<file path="src/rtl/csa_carry_resolve.sv">
// Carry-propagate stage after the 64-bit CSA layer: resolves sum + (carry << 1)
// in a pipeline of SEG_W-bit segments with a valid/ready handshake.
module csa_carry_resolve #(
    parameter int WIDTH = 64,
    parameter int SEG_W = 16
) (
    input  logic             clk,
    input  logic             rst_n,
    input  logic             in_valid,
    output logic             in_ready,
    input  logic [WIDTH-1:0] sum_in,
    input  logic [WIDTH-1:0] carry_in,
    output logic             out_valid,
    input  logic             out_ready,
    output logic [WIDTH-1:0] result,
    output logic             ovf
);

    localparam int NSEG = WIDTH / SEG_W;

    logic en;

    // Operand register: forms B = carry << 1 and keeps the dropped carry bit.
    logic             inp_v;
    logic             inp_msb;
    logic [WIDTH-1:0] inp_a;
    logic [WIDTH-1:0] inp_b;

    // NOTE: every register clears on reset, datapath included, so result and
    // ovf read as 0 from reset onward; non-blocking updates keep stages in lockstep.
    always_ff @(posedge clk or negedge rst_n) begin
        if (!rst_n) begin
            inp_v   <= 1'b0;
            inp_msb <= 1'b0;
            inp_a   <= '0;
            inp_b   <= '0;
        end else if (en) begin
            inp_v   <= in_valid;
            inp_msb <= carry_in[WIDTH-1];
            inp_a   <= sum_in;
            inp_b   <= {carry_in[WIDTH-2:0], 1'b0};
        end
    end

    for (genvar k = 0; k < NSEG; k++) begin : g_stage
        localparam int BIN_W = WIDTH - k * SEG_W;

        logic             v_in;
        logic             cy_in;
        logic             msb_in;
        logic [WIDTH-1:0] a_in;
        logic [BIN_W-1:0] b_in;
        logic [WIDTH-1:0] a_nxt;
        logic [SEG_W:0]   seg_sum;

        logic             v_r;
        logic             cy_r;
        logic             msb_r;
        logic [WIDTH-1:0] a_r;

        if (k == 0) begin : g_head
            assign v_in   = inp_v;
            assign cy_in  = 1'b0;
            assign msb_in = inp_msb;
            assign a_in   = inp_a;
            assign b_in   = inp_b;
        end else begin : g_body
            assign v_in   = g_stage[k-1].v_r;
            assign cy_in  = g_stage[k-1].cy_r;
            assign msb_in = g_stage[k-1].msb_r;
            assign a_in   = g_stage[k-1].a_r;
            assign b_in   = g_stage[k-1].g_fwd.b_r;
        end

        assign seg_sum = {1'b0, a_in[SEG_W-1:0]} + {1'b0, b_in[SEG_W-1:0]}
                       + {{SEG_W{1'b0}}, cy_in};

        // The accumulator rotates right one segment per stage: the finished
        // segment enters at the top, so after NSEG stages it is in place.
        always_comb begin
            a_nxt = a_in >> SEG_W;
            a_nxt[WIDTH-SEG_W +: SEG_W] = seg_sum[SEG_W-1:0];
        end

        always_ff @(posedge clk or negedge rst_n) begin
            if (!rst_n) begin
                v_r   <= 1'b0;
                cy_r  <= 1'b0;
                msb_r <= 1'b0;
                a_r   <= '0;
            end else if (en) begin
                v_r   <= v_in;
                cy_r  <= seg_sum[SEG_W];
                msb_r <= msb_in;
                a_r   <= a_nxt;
            end
        end

        // Only the not-yet-consumed upper part of B travels on.
        if (k < NSEG - 1) begin : g_fwd
            logic [BIN_W-SEG_W-1:0] b_r;

            always_ff @(posedge clk or negedge rst_n) begin
                if (!rst_n) begin
                    b_r <= '0;
                end else if (en) begin
                    b_r <= b_in[BIN_W-1:SEG_W];
                end
            end
        end
    end

    assign out_valid = g_stage[NSEG-1].v_r;
    assign result    = g_stage[NSEG-1].a_r;
    assign ovf       = g_stage[NSEG-1].cy_r | g_stage[NSEG-1].msb_r;
    assign en        = !out_valid || out_ready;
    assign in_ready  = en;

endmodule
</file>
<file path="config.mk">
export PLATFORM = sky130hd
export DESIGN_NAME = csa_carry_resolve
export DESIGN_NICKNAME = d
export VERILOG_FILES = /design/src/rtl/csa_carry_resolve.sv
export SDC_FILE = /design/constraint.sdc
export NUM_CORES = 1
export LEC_CHECK = 0
export BUFFER_PORTS_ARGS = -buffer_cell sky130_fd_sc_hd__buf_2
export CAP_MARGIN = 20
export CORE_MARGIN = 8
export CORE_UTILIZATION = 30
export CTS_CLUSTER_SIZE = 8
export DETAILED_ROUTE_END_ITERATION = 10
export GPL_TIMING_DRIVEN = 0
export PLACE_DENSITY = 0.57
export SYNTH_ARGS = -nofsm -noshare
export SYNTH_HDL_FRONTEND = slang
export SYNTH_SLANG_ARGS = --single-unit
</file>
<file path="constraint.sdc">
create_clock -name clk -period 6.6 [get_ports clk]
set_clock_uncertainty 0.15 [all_clocks]
set_input_delay 0.66 -clock clk [delete_from_list [all_inputs] [get_ports clk]]
set_output_delay 0.66 -clock clk [all_outputs]
set_load 0.02 [all_outputs]
</file>
==> reports/qor.yml, run 1 <==
grt:
  grt_pass1_vias: 16719
  antenna_found_initial: 11
  grt_max_degree: 108
  overflow: 0
  grtUsageTotal_pct: 15.5
  grt_pass1_wl_um: 95700
synth:
  synth_ff_type: "dfrtp_1"
  synth_fp_nets: 2626
  synth_xor_area_share_pct: 1.44
  ys_types: 61
  synth.area.mux_share_pct: 0.0943
  synth_top_family_by_area: "simple AND/OR/NAND/NOR gates"
  ys_seq_area_share_pct: 58.1
  avgSynthCellArea_um2: 8.74
  synthSimpleGateAreaFrac_pct: 26.9
  synth_top_cell_area_share_pct: 58.1
  synth_most_common_cell: "nand2_1"
  synth_edf_count: 0
  synth_fa_ha_area_share_pct: 4.20
  synth_compound_area_share_pct: 6.83
  ys_seq_elements: 493
  ys_top_cells_by_count: "1353 x nand2_1, 493 x dfrtp_1, 93 x clkbuf_1"
  synthCells: 2427
  synth_warnings: 0
  yosysTopAreaCell: "dfrtp_1"
  syn_area_mm2: 0.0212
  synth-async-reset-ratio_pct: 100
  yosys-top-cells-area: "dfrtp_1 58%, nand2_1 24%, ha_1 3.5%"
cts:
  cts_tree: "done"
  cts.repair.resized: 0
  cts.clk_slew.worst_paths_ps: 50
  htree_num_levels: 3
  clock_latency_ps: 590
  clock_path_buffers: 3
  numCtsBuffers: 72
  cts_root_buf: "clkbuf_16"
  clock_sinks: 493
outcome:
  status: "completed"
layout:
  multi_input_area_mm2: 0.00838
  drive_gt1_share_pct: 11.5
  register_area_mm2: 0.0123
  final_cells: 3658
  nFillCells: 7363
  area_growth_pct: 20.3
  nets: 2907
place:
  place_hpwl_um: 45900
  portBuffers: 198
  dp_cells: 3573
  place.gp.congestion: 0.812
  pre_cts_ws_ps: 3030
die:
  core_mm2: 0.0700
  fp-row-count: 97
  dieArea_mm2: 0.0795
  pin_count: 199
  die_w_um: 282
  initial_core_util_pct: 30.3
  die_h_um: 282
critical_path:
  r2r_cells: 8
  endpoint: "in_ready"
  critPathLaunch: "out_valid"
  path_class: "reg -> out"
  reg2reg_to: "result[62]"
  r2r_start: "g_stage[2].cy_r"
  start_kind: "register"
  cp.arrival_ps: 3030
  r2r_slack_ps: 3470
  end_kind: "primary output"
  crit_fanout: 10
  worstPathRequired_ps: 5790
drt:
  detail_route.iter0.violations: 1210
  post-route-drc-count: 0
  wl_per_cell_um: 16.7
  wl_um: 61200
  ant_nets: 0
  vias: 16329
  drt-vias-per-instance: 4.46
  firstDrtPassIters: 5
power:
  power_density_mw_per_mm2: 535
  power_w: 0.0137
  p_leak_nw: 13.3
  vdd_drop_max_mv: 0.211
min_path:
  hold_class: "in -> reg"
  min_path_cells: 3
sta:
  finalCritPeriodShare_pct: 58.1
  setup_ws_ps: 2760
  clock.fmax_ghz: 0.261
  grt_setup_unrepaired: "no"
  final-max-slew-violation-count: 0
  setup-violations-final: 0
  hold_violations: 0
  tightestPinTransition_ps: 1100
  fin_crit_ps: 3840
  relSlewSlack_pct: 26.5
run:
  drv_cap: 0
-- area by class of cell --
type,count,share of cell area [%]
sequential,493,48.3
buffer,116,1.80
timing repair buffer,207,4.67
antenna,2,0.0196
inverter,11,0.162
clock inverter,4,0.137
multi-input combinational,1807,32.8
tap,940,4.61
clock buffer,78,7.47
-- worst max-delay path: stages, from the launching register on --
cell      delay, ps
dfrtp_1         390
nor2b_1         130
clkbuf_1        260
clkinv_1        180
clkbuf_1        610
buf_1           560
buf_2           300
-- flip-flops by register name, indices dropped and copies added (netlist names) --
register           cells
g_stage.msb_r          4
g_stage.a_in          64
out_valid              1
g_stage.msb_in         1
result                64
g_stage.a_r          192
g_stage.v_r            3
g_stage.cy_r           4
g_stage.g_fwd.b_r     96
g_stage.v_in           1
g_stage.b_in          63
-- kinds of logic after synthesis --
kind of cell,Yosys count
AND/OR/NAND/NOR,1483
flip-flops,493
AO/OA/AOI/OAI,220
buffers and inverters,127
adder cells (fa/ha/maj),67
XOR/XNOR,35
multiplexers,2
-- metal layers --
metal,vias to the layer above,wire length [um],GRT usage [%]
li1,8262,-,-
met1,7657,28300,20.5
met2,284,27500,24.3
met3,110,3400,3.98
met4,16,1900,5.92
met5,-,95,0
-- metrics by stage --
step / utilization, % / hold slack [ps] / area [um^2] / TNS (ps)
after floorplan: - / 214 / 21200 / 0
final: 36.5 / 116 / 25500 / 0
after global routing: 36.5 / 111 / 25500 / 0
after detailed placement: 33.7 / 299 / 23600 / 0
after CTS: 36.5 / 77.3 / 25500 / 0
after global placement: 33.4 / 296 / 23400 / -2787220
-- how the worst min path moves through the flow --
stage	endpoint	from	slack [ps]
4_1_cts	g_stage[0].b_in[30]	carry_in[29]	80
3_3_place_gp	result[38]	result[38]	300
2_1_floorplan	g_stage[0].a_in[0]	rst_n	210
6_report	g_stage[0].b_in[30]	carry_in[29]	120
5_1_grt	g_stage[0].b_in[50]	carry_in[49]	110
3_5_place_dp	g_stage[2].v_r	g_stage[2].v_r	300
-- cells in the final DEF (no fill, tap or decap), types with 4 or more instances in the layout --
| cell type | Yosys | routed |
|---|---|---|
| nand2_1 | 1353 | 1353 |
| or3_1 | 9 | 9 |
| buf_16 | 0 | 5 |
| clkbuf_16 | 0 | 75 |
| nand4_1 | 5 | 5 |
| a211oi_1 | 19 | 19 |
| buf_1 | 14 | 14 |
| a31o_2 | 4 | 4 |
| buf_8 | 0 | 4 |
| o21ai_0 | 46 | 46 |
| o21ai_1 | 7 | 7 |
| a21o_1 | 19 | 19 |
| nor3_1 | 14 | 14 |
| o211ai_1 | 9 | 9 |
| or2_2 | 5 | 5 |
| and2_1 | 10 | 10 |
| ha_1 | 60 | 60 |
| inv_1 | 10 | 10 |
| a211o_1 | 4 | 4 |
| buf_2 | 6 | 203 |
| xnor2_1 | 19 | 19 |
| clkbuf_1 | 93 | 94 |
| a21oi_1 | 52 | 52 |
| fa_1 | 7 | 7 |
| nor2_1 | 60 | 60 |
| dfrtp_1 | 493 | 493 |
| a31oi_1 | 9 | 9 |
| and3_1 | 4 | 4 |
| o21a_1 | 11 | 11 |
| o31ai_1 | 12 | 12 |
| xor2_1 | 16 | 16 |
| nand3_1 | 12 | 12 |
-- repair_timing --
| item | 4_1_cts | 5_1_grt |
|---|---|---|
| hold buffers | 1 | 0 |
| setup buffers | 0 | 0 |
| hold endpoints to repair | 72 | 0 |
-- where the power goes --
group | leakage (nW) | switching, W | total [W] | internal (W)
clock network | 0.958 | 0.00126 | 0.00327 | 0.00201
registers | 5.96 | 0.000743 | 0.00510 | 0.00436
logic | 6.36 | 0.00335 | 0.00528 | 0.00193
total | 13.3 | 0.00535 | 0.0137 | 0.00830
No activity file was read; power rests on OpenSTA's default activity.
==> run 2: changes to the inputs <==
--- a/config.mk
+++ b/config.mk
@@ -12,7 +12,7 @@
 export CTS_CLUSTER_SIZE = 8
 export DETAILED_ROUTE_END_ITERATION = 10
 export GPL_TIMING_DRIVEN = 0
-export PLACE_DENSITY = 0.57
+export PLACE_DENSITY = 0.59
 export SYNTH_ARGS = -nofsm -noshare
 export SYNTH_HDL_FRONTEND = slang
 export SYNTH_SLANG_ARGS = --single-unit
==> constraint.sdc (replaced) <==
create_clock -name clk -period 3.2 [get_ports clk]
set_clock_uncertainty 0.15 [all_clocks]
set_input_delay 0.32 -clock clk [delete_from_list [all_inputs] [get_ports clk]]
set_output_delay 0.32 -clock clk [all_outputs]
set_load 0.02 [all_outputs]
==> run 2 against run 1 <==
Cell count is 3.3% higher. Critical endpoint is now result[62]. First-iteration DRC count fell by 6.3%. Global-route usage grew 0.15 points. Core utilization is 1.8 points higher. Sequential share of layout area shrank 2.2 points.
==> reports/qor.yml, run 2 (synthesis gave the netlist of run 1 again) <==
outcome:
  status: "completed"  # unchanged
drt:
  wl_um: 62100  # was 61200 um
  detail_route.iter0.violations: 1134  # was 1210
  firstDrtPassIters: 5  # unchanged
  post-route-drc-count: 0  # unchanged
  ant_nets: 0  # unchanged
  vias: 16993  # was 16329
  wl_per_cell_um: 16.4  # was 16.7 um
  drt-vias-per-instance: 4.50  # was 4.46
critical_path:
  worstPathRequired_ps: 3530  # was 5790 ps
  crit_cells: 8  # was 6
  path_class: "reg -> reg"  # was reg -> out
  end_kind: "register"  # was primary output
  cp.buffers_inverters: 0  # was 5
  start_kind: "register"  # unchanged
  crit_chain: "fa_1, fa_1, a211oi_1, o21ai_1, nand3_2, a21oi_1, or3_1, a31o_2"  # was nor2b_1, clkbuf_1, clkinv_1, clkbuf_1, buf_1, buf_2
  r2r_slack_ps: 120  # was 3470 ps
  slowest_delay_ps: 510  # was 610 ps
  r2r_cells: 8  # unchanged
  reg2reg_to: "result[62]"  # unchanged
  crit_fanout: 4  # was 10
  endpoint: "result[62]"  # was in_ready
  cp.arrival_ps: 3410  # was 3030 ps
  crit_top_cell: "fa_1"  # was clkbuf_1
  r2r_start: "g_stage[2].cy_r"  # unchanged
  slowest_stage: "fa_1"  # was clkbuf_1
  critPathLaunch: "g_stage[2].cy_r"  # was out_valid
  cp_top_family: "adder cells"  # was buffers and inverters
power:
  power.internal_w: 0.0171  # was 0.00830 W
  clock_power_share_pct: 23.5  # was 24.0%
  comb_power_share_pct: 39.2  # was 38.6%
  switching_share_pct: 39.3  # was 39.2%
  power_w: 0.0282  # was 0.0137 W
  power_density_mw_per_mm2: 1050  # was 535 mW/mm^2
  p_leak_nw: 13.8  # was 13.3 nW
  switching_power_w: 0.0111  # was 0.00535 W
  seqPwrFrac_pct: 37.3  # was 37.4%
  vdd_drop_max_mv: 0.414  # was 0.211 mV
place:
  pre_cts_ws_ps: 105  # was 3030 ps
  portBuffers: 198  # unchanged
  place.gp.congestion: 0.813  # was 0.812
  place_hpwl_um: 45800  # was 45900 um
die:
  core_mm2: 0.0700  # unchanged
  die_h_um: 282  # unchanged
  dieArea_mm2: 0.0795  # unchanged
  die_w_um: 282  # unchanged
  initial_core_util_pct: 30.3  # unchanged
  pin_count: 199  # unchanged
  fp-row-count: 97  # unchanged
layout:
  nets: 3033  # was 2907
  drive_gt1_share_pct: 11.0  # was 11.5%
  biggestRegsByFlops: "g_stage.a_r (192), g_stage.g_fwd.b_r (96)"  # unchanged
  top_register: "g_stage.a_r"  # unchanged
  final_cell_mix: "1353 x nand2_1, 493 x dfrtp_1, 203 x buf_2, 130 x dlygate4sd3_1, 92 x clkbuf_1"  # was 1353 x nand2_1, 493 x dfrtp_1, 203 x buf_2, 94 x clkbuf_1, 75 x clkbuf_16
  largest_reg_flops: 192  # unchanged
  layout_commonest_cell: "nand2_1"  # unchanged
  final_core_utilization_pct: 38.2  # was 36.5%
  area_growth_pct: 26.1  # was 20.3%
  diodes: 0  # was 2
sta:
  tightestPinTransition_ps: 1170  # was 1100 ps
  clock.fmax_ghz: 0.324
  final-max-slew-violation-count: 0  # unchanged
  hold_violations: 0  # unchanged
  relSlewSlack_pct: 22.2  # was 26.5%
  setup_ws_ps: 117  # was 2760 ps
  setup-violations-final: 0  # unchanged
  finalCritPeriodShare_pct: 96.3
  fin_crit_ps: 3080
  grt_setup_unrepaired: "no"  # unchanged
grt:
  overflow: 0  # unchanged
  grt_max_degree: 107  # was 108
  antenna_found_initial: 1  # was 11
  grt_pass1_vias: 17363  # was 16719
  grt_pass1_wl_um: 97200  # was 95700 um
  grtUsageTotal_pct: 15.7  # was 15.5%
min_path:
  hold_class: "in -> async"  # was in -> reg
cts:
  clock_path_buffers: 3  # unchanged
  postCtsSetupRepairBufs: 0  # unchanged
  cts_root_buf: "clkbuf_16"  # unchanged
  clock_latency_ps: 590  # about the same
  htree_num_levels: 3  # unchanged
  cts.clk_slew.worst_paths_ps: 50  # about the same
  numCtsBuffers: 71  # was 72
  cts_tree: "done"  # unchanged
  clock_sinks: 493  # unchanged
run:
  drv_cap: 0  # unchanged
## run 2: power by group through the flow
stage	Combinational (W)	Clock (W)	Sequential [W]
global route	0.0126	0.00704	0.0108
global placement	0.0108	0	0.0105
CTS	0.0112	0.00679	0.0105
finish	0.0110	0.00662	0.0105
floorplan	0.00721	0	0.0107
detailed placement	0.0110	0	0.0106
## run 2: final cells by class
cell class                 count  area [um^2]
inverter                      11         41.3
sequential                   493        12300
fill                        7208        43300
clock buffer                  75         1840
timing repair buffer         335         2490
tap                          940         1180
clock inverter                 4         35.0
buffer                       115          458
multi-input combinational   1807         8380
## run 2: timing repair
action | in CTS | in global routing
pin swaps | 0 | 0
setup endpoints to repair | 1 | 1
gates resized for setup | 2 | 0
hold buffers | 130 | 0
hold endpoints to repair | 215 | 0
## run 2: worst min-delay path by stage
stage / slack (ps) / cells after the start / to / start
5_1_grt: 170 / 2 / g_stage[0].a_in[12] / rst_n
3_5_place_dp: 150 / 1 / g_stage[0].b_in[14] / rst_n
2_1_floorplan: -130 / 0 / g_stage[0].a_in[0] / rst_n
6_report: 130 / 2 / g_stage[0].a_in[12] / rst_n
3_3_place_gp: 290 / 2 / result[33] / result[33]
4_1_cts: 120 / 2 / g_stage[0].g_fwd.b_r[11] / rst_n
## run 2: per-stage QoR
stage / TNS, ps / hold slack, ps / instances / area (um^2)
final: 0 / 128 / 3780 / 26800
after global routing: 0 / 170 / 3780 / 26800
after CTS: 0 / 117 / 3781 / 26800
after detailed placement: 0 / 149 / 3572 / 23600
after global placement: -4246380 / 294 / 3565 / 23400
after floorplan: 0 / -126 / 2427 / 21200
## run 2: worst register-to-register path, cell delays in order, from the launching register on
cell      delay [ps]
dfrtp_1          410
fa_1             510
fa_1             460
a211oi_1         350
o21ai_1          220
nand3_2          150
a21oi_1          120
or3_1            380
a31o_2           250
## run 2: routing by layer
metal / up-vias / part of all wire (%) / track usage [%] / wire length [um]
li1: 8524 / - / - / -
met1: 8041 / 45 / 20.5 / 28100
met2: 334 / 46 / 25.2 / 28400
met3: 94 / 6.1 / 3.68 / 3810
met4: 0 / 2.8 / 5.69 / 1740
met5: - / 0 / 0 / 0
==> run 3: changes to the inputs <==
--- a/config.mk
+++ b/config.mk
@@ -9,7 +9,6 @@
 export CAP_MARGIN = 20
 export CORE_MARGIN = 8
 export CORE_UTILIZATION = 30
-export CTS_CLUSTER_SIZE = 8
 export DETAILED_ROUTE_END_ITERATION = 10
 export GPL_TIMING_DRIVEN = 0
 export PLACE_DENSITY = 0.59
==> constraint.sdc (replaced) <==
create_clock -name clk -period 3.2 [get_ports clk]
set_clock_uncertainty 0.15 [all_clocks]
set_input_delay 0.64 -clock clk [delete_from_list [all_inputs] [get_ports clk]]
set_output_delay 0.64 -clock clk [all_outputs]
set_load 0.02 [all_outputs]
==> run 3 against run 2 <==
Combinational power is essentially flat. Count of clock-buffer cells in the layout grew 4. Via count shrank 3.4%. Largest power group unchanged. Setup slack lost 14 ps. Cell count shrank 3.0%. Critical path type unchanged. Critical path depth is the same. Register-to-register slack is essentially flat. Die area is the same.
==> reports/qor.yml, run 3 (synthesis gave the netlist of run 1 again) <==
critical_path:
  cp_top_family: "adder cells"  # unchanged
  r2r_slack_ps: 100  # was 120 ps
  slowest_stage: "fa_1"  # unchanged
  path_class: "reg -> reg"  # unchanged
  worstPathRequired_ps: 3530  # about the same
  crit_fanout: 4  # unchanged
  r2r_start: "g_stage[2].cy_r"  # unchanged
  slowest_delay_ps: 510  # about the same
  end_kind: "register"  # unchanged
  cp.arrival_ps: 3430  # was 3410 ps
  crit_top_cell: "fa_1"  # unchanged
  reg2reg_to: "result[62]"  # unchanged
  cp.buffers_inverters: 0  # unchanged
  start_kind: "register"  # unchanged
  r2r_cells: 8  # unchanged
  crit_chain: "fa_1, fa_1, a211oi_1, o21ai_1, nand3_2, a21oi_1, or3_1, a31o_2"  # unchanged
  crit_cells: 8  # unchanged
drt:
  drt-vias-per-instance: 4.48  # was 4.50
  wl_um: 60600  # was 62100 um
  firstDrtPassIters: 5  # unchanged
  ant_nets: 0  # unchanged
  vias: 16413  # was 16993
  detail_route.iter0.violations: 1010  # was 1134
  wl_per_cell_um: 16.5  # was 16.4 um
  post-route-drc-count: 0  # unchanged
power:
  comb_power_share_pct: 39.9  # was 39.2%
  vdd_drop_max_mv: 0.433  # was 0.414 mV
  seqPwrFrac_pct: 38.4  # was 37.3%
  switching_share_pct: 39.9  # was 39.3%
  switching_power_w: 0.0109  # was 0.0111 W
  power_density_mw_per_mm2: 1080  # was 1050 mW/mm^2
  power.internal_w: 0.0164  # was 0.0171 W
  p_leak_nw: 13.1  # was 13.8 nW
  clock_power_share_pct: 21.6  # was 23.5%
place:
  pre_cts_ws_ps: -289  # was 105 ps
  portBuffers: 198  # unchanged
  place_hpwl_um: 45800  # unchanged
  place.gp.congestion: 0.813  # unchanged
sta:
  finalCritPeriodShare_pct: 96.8  # was 96.3%
  fin_crit_ps: 3100  # was 3080 ps
  final-max-slew-violation-count: 0  # unchanged
  setup_ws_ps: 103  # was 117 ps
  relSlewSlack_pct: 24.3  # was 22.2%
  hold_violations: 0  # unchanged
  tightestPinTransition_ps: 1130  # was 1170 ps
  setup-violations-final: 0  # unchanged
  grt_setup_unrepaired: "no"  # unchanged
  clock.fmax_ghz: 0.323  # was 0.324 GHz
layout:
  nFillCells: 7380  # was 7208
  final_cell_mix: "1353 x nand2_1, 493 x dfrtp_1, 204 x buf_2, 109 x clkbuf_1"  # was 1353 x nand2_1, 493 x dfrtp_1, 203 x buf_2, 130 x dlygate4sd3_1, 92 x clkbuf_1
  top_register: "g_stage.a_r"  # unchanged
  drive_gt1_share_pct: 11.2  # was 11.0%
  layout_commonest_cell: "nand2_1"  # unchanged
  largest_reg_flops: 192  # unchanged
  biggestRegsByFlops: "g_stage.a_r (192), g_stage.g_fwd.b_r (96)"  # unchanged
  nets: 2884  # was 3033
  final_core_utilization_pct: 36.1  # was 38.2%
  area_growth_pct: 19.0  # was 26.1%
die:
  die_h_um: 282  # unchanged
  core_mm2: 0.0700  # unchanged
  die_w_um: 282  # unchanged
  pin_count: 199  # unchanged
  fp-row-count: 97  # unchanged
  dieArea_mm2: 0.0795  # unchanged
  initial_core_util_pct: 30.3  # unchanged
cts:
  cts_root_buf: "clkbuf_16"  # unchanged
  postCtsSetupRepairBufs: 0  # unchanged
  htree_num_levels: 2  # was 3
  clock_latency_ps: 590  # about the same
  clock_path_buffers: 3  # unchanged
  clock_sinks: 493  # unchanged
  cts_tree: "done"  # unchanged
  numCtsBuffers: 51  # was 71
  cts.clk_slew.worst_paths_ps: 60  # was 50 ps
grt:
  overflow: 0  # unchanged
  grt_pass1_vias: 16609  # was 17363
  use_met3_pct: 4.18  # was 3.68%
  grt_max_degree: 107  # unchanged
  grtUsageTotal_pct: 15.2  # was 15.7%
  antenna_found_initial: 15  # was 1
  globalRouteMet2Util_pct: 24.3  # was 25.2%
  grt_pass1_wl_um: 94400  # was 97200 um
  use_met1_pct: 19.9  # was 20.5%
  grt.busiest_layer: "met2"  # unchanged
min_path:
  holdPathEnd: "g_stage[0].a_in[27]"
  min_path_cells: 3
  hold_class: "in -> reg"  # was in -> async
  hold_start: "sum_in[27]"
run:
  drv_cap: 0  # unchanged
outcome:
  status: "completed"  # unchanged
-- run 3: changes by cell type in the layout (fill, tap and decap cells not counted), sizes merged --
cell         before  now
clkbuf          169  172
clkinvlp          0    1
bufinv            0    3
dlygate4sd3     130    1
clkinv            1    8
diode             0    5
inv              14   10
buf             226  227
-- run 3: power groups by stage --
| stage | sequential, W | combinational [W] | clock (W) |
|---|---|---|---|
| 2_1_floorplan | 0.0107 | 0.00721 | 0 |
| 3_3_place_gp | 0.0105 | 0.0108 | 0 |
| 3_5_place_dp | 0.0106 | 0.0110 | 0 |
| 4_1_cts | 0.0105 | 0.0111 | 0.00606 |
| 5_1_grt | 0.0108 | 0.0124 | 0.00629 |
| 6_report | 0.0105 | 0.0109 | 0.00591 |
-- run 3: worst max-delay path by stage --
stage / from / endpoint / slack (ps)
after CTS: out_valid / in_ready / 70
after global routing: g_stage[2].cy_r / result[62] / 7
after floorplan: g_stage[2].cy_r / result[62] / 480
after global placement: rst_n / g_stage[0].b_in[48] / -9020
after detailed placement: out_ready / in_ready / -290
final: g_stage[2].cy_r / result[62] / 100
-- run 3: layer usage --
layer	wire [um]	part of all wire (%)	vias to the layer above
li1	-	-	8250
met1	27400	45	7754
met2	27500	45	292
met3	4000	6.6	101
met4	1650	2.7	16
met5	91	0.15	-
-- run 3: cell type report --
cell class | count | area [um^2] | area share (%)
buffer | 115 | 458 | 1.81
inverter | 11 | 41.3 | 0.164
clock buffer | 79 | 1500 | 5.96
tap | 940 | 1180 | 4.66
clock inverter | 11 | 133 | 0.525
sequential | 493 | 12300 | 48.9
multi-input combinational | 1807 | 8380 | 33.2
antenna | 5 | 12.5 | 0.0496
timing repair buffer | 206 | 1200 | 4.77
-- run 3: tightest hold or removal path, stage by stage --
cell     delay, ps
buf_2           70
nand2_1         40
nand2_1         50
-- run 3: through the flow --
stage / area (um^2) / hold slack (ps) / cells / power, W / TNS [ps]
final: 25200 / 92.6 / 3667 / 0.0273 / 0
after global routing: 25200 / 77.1 / 3663 / 0.0295 / 0
after CTS: 25200 / 56.8 / 3662 / 0.0276 / 0
after detailed placement: 23600 / 301 / 3572 / 0.0216 / -2810
after global placement: 23400 / 294 / 3565 / 0.0213 / -4412510
after floorplan: 21200 / 194 / 2427 / 0.0179 / 0
-- run 3: repair_timing --
| action | 4_1_cts | 5_1_grt |
|---|---|---|
| gates resized for setup | 2 | 1 |
| gates cloned | 0 | 0 |
| hold buffers | 1 | 0 |
| hold endpoints to repair | 57 | 0 |
| setup endpoints to repair | 1 | 1 |
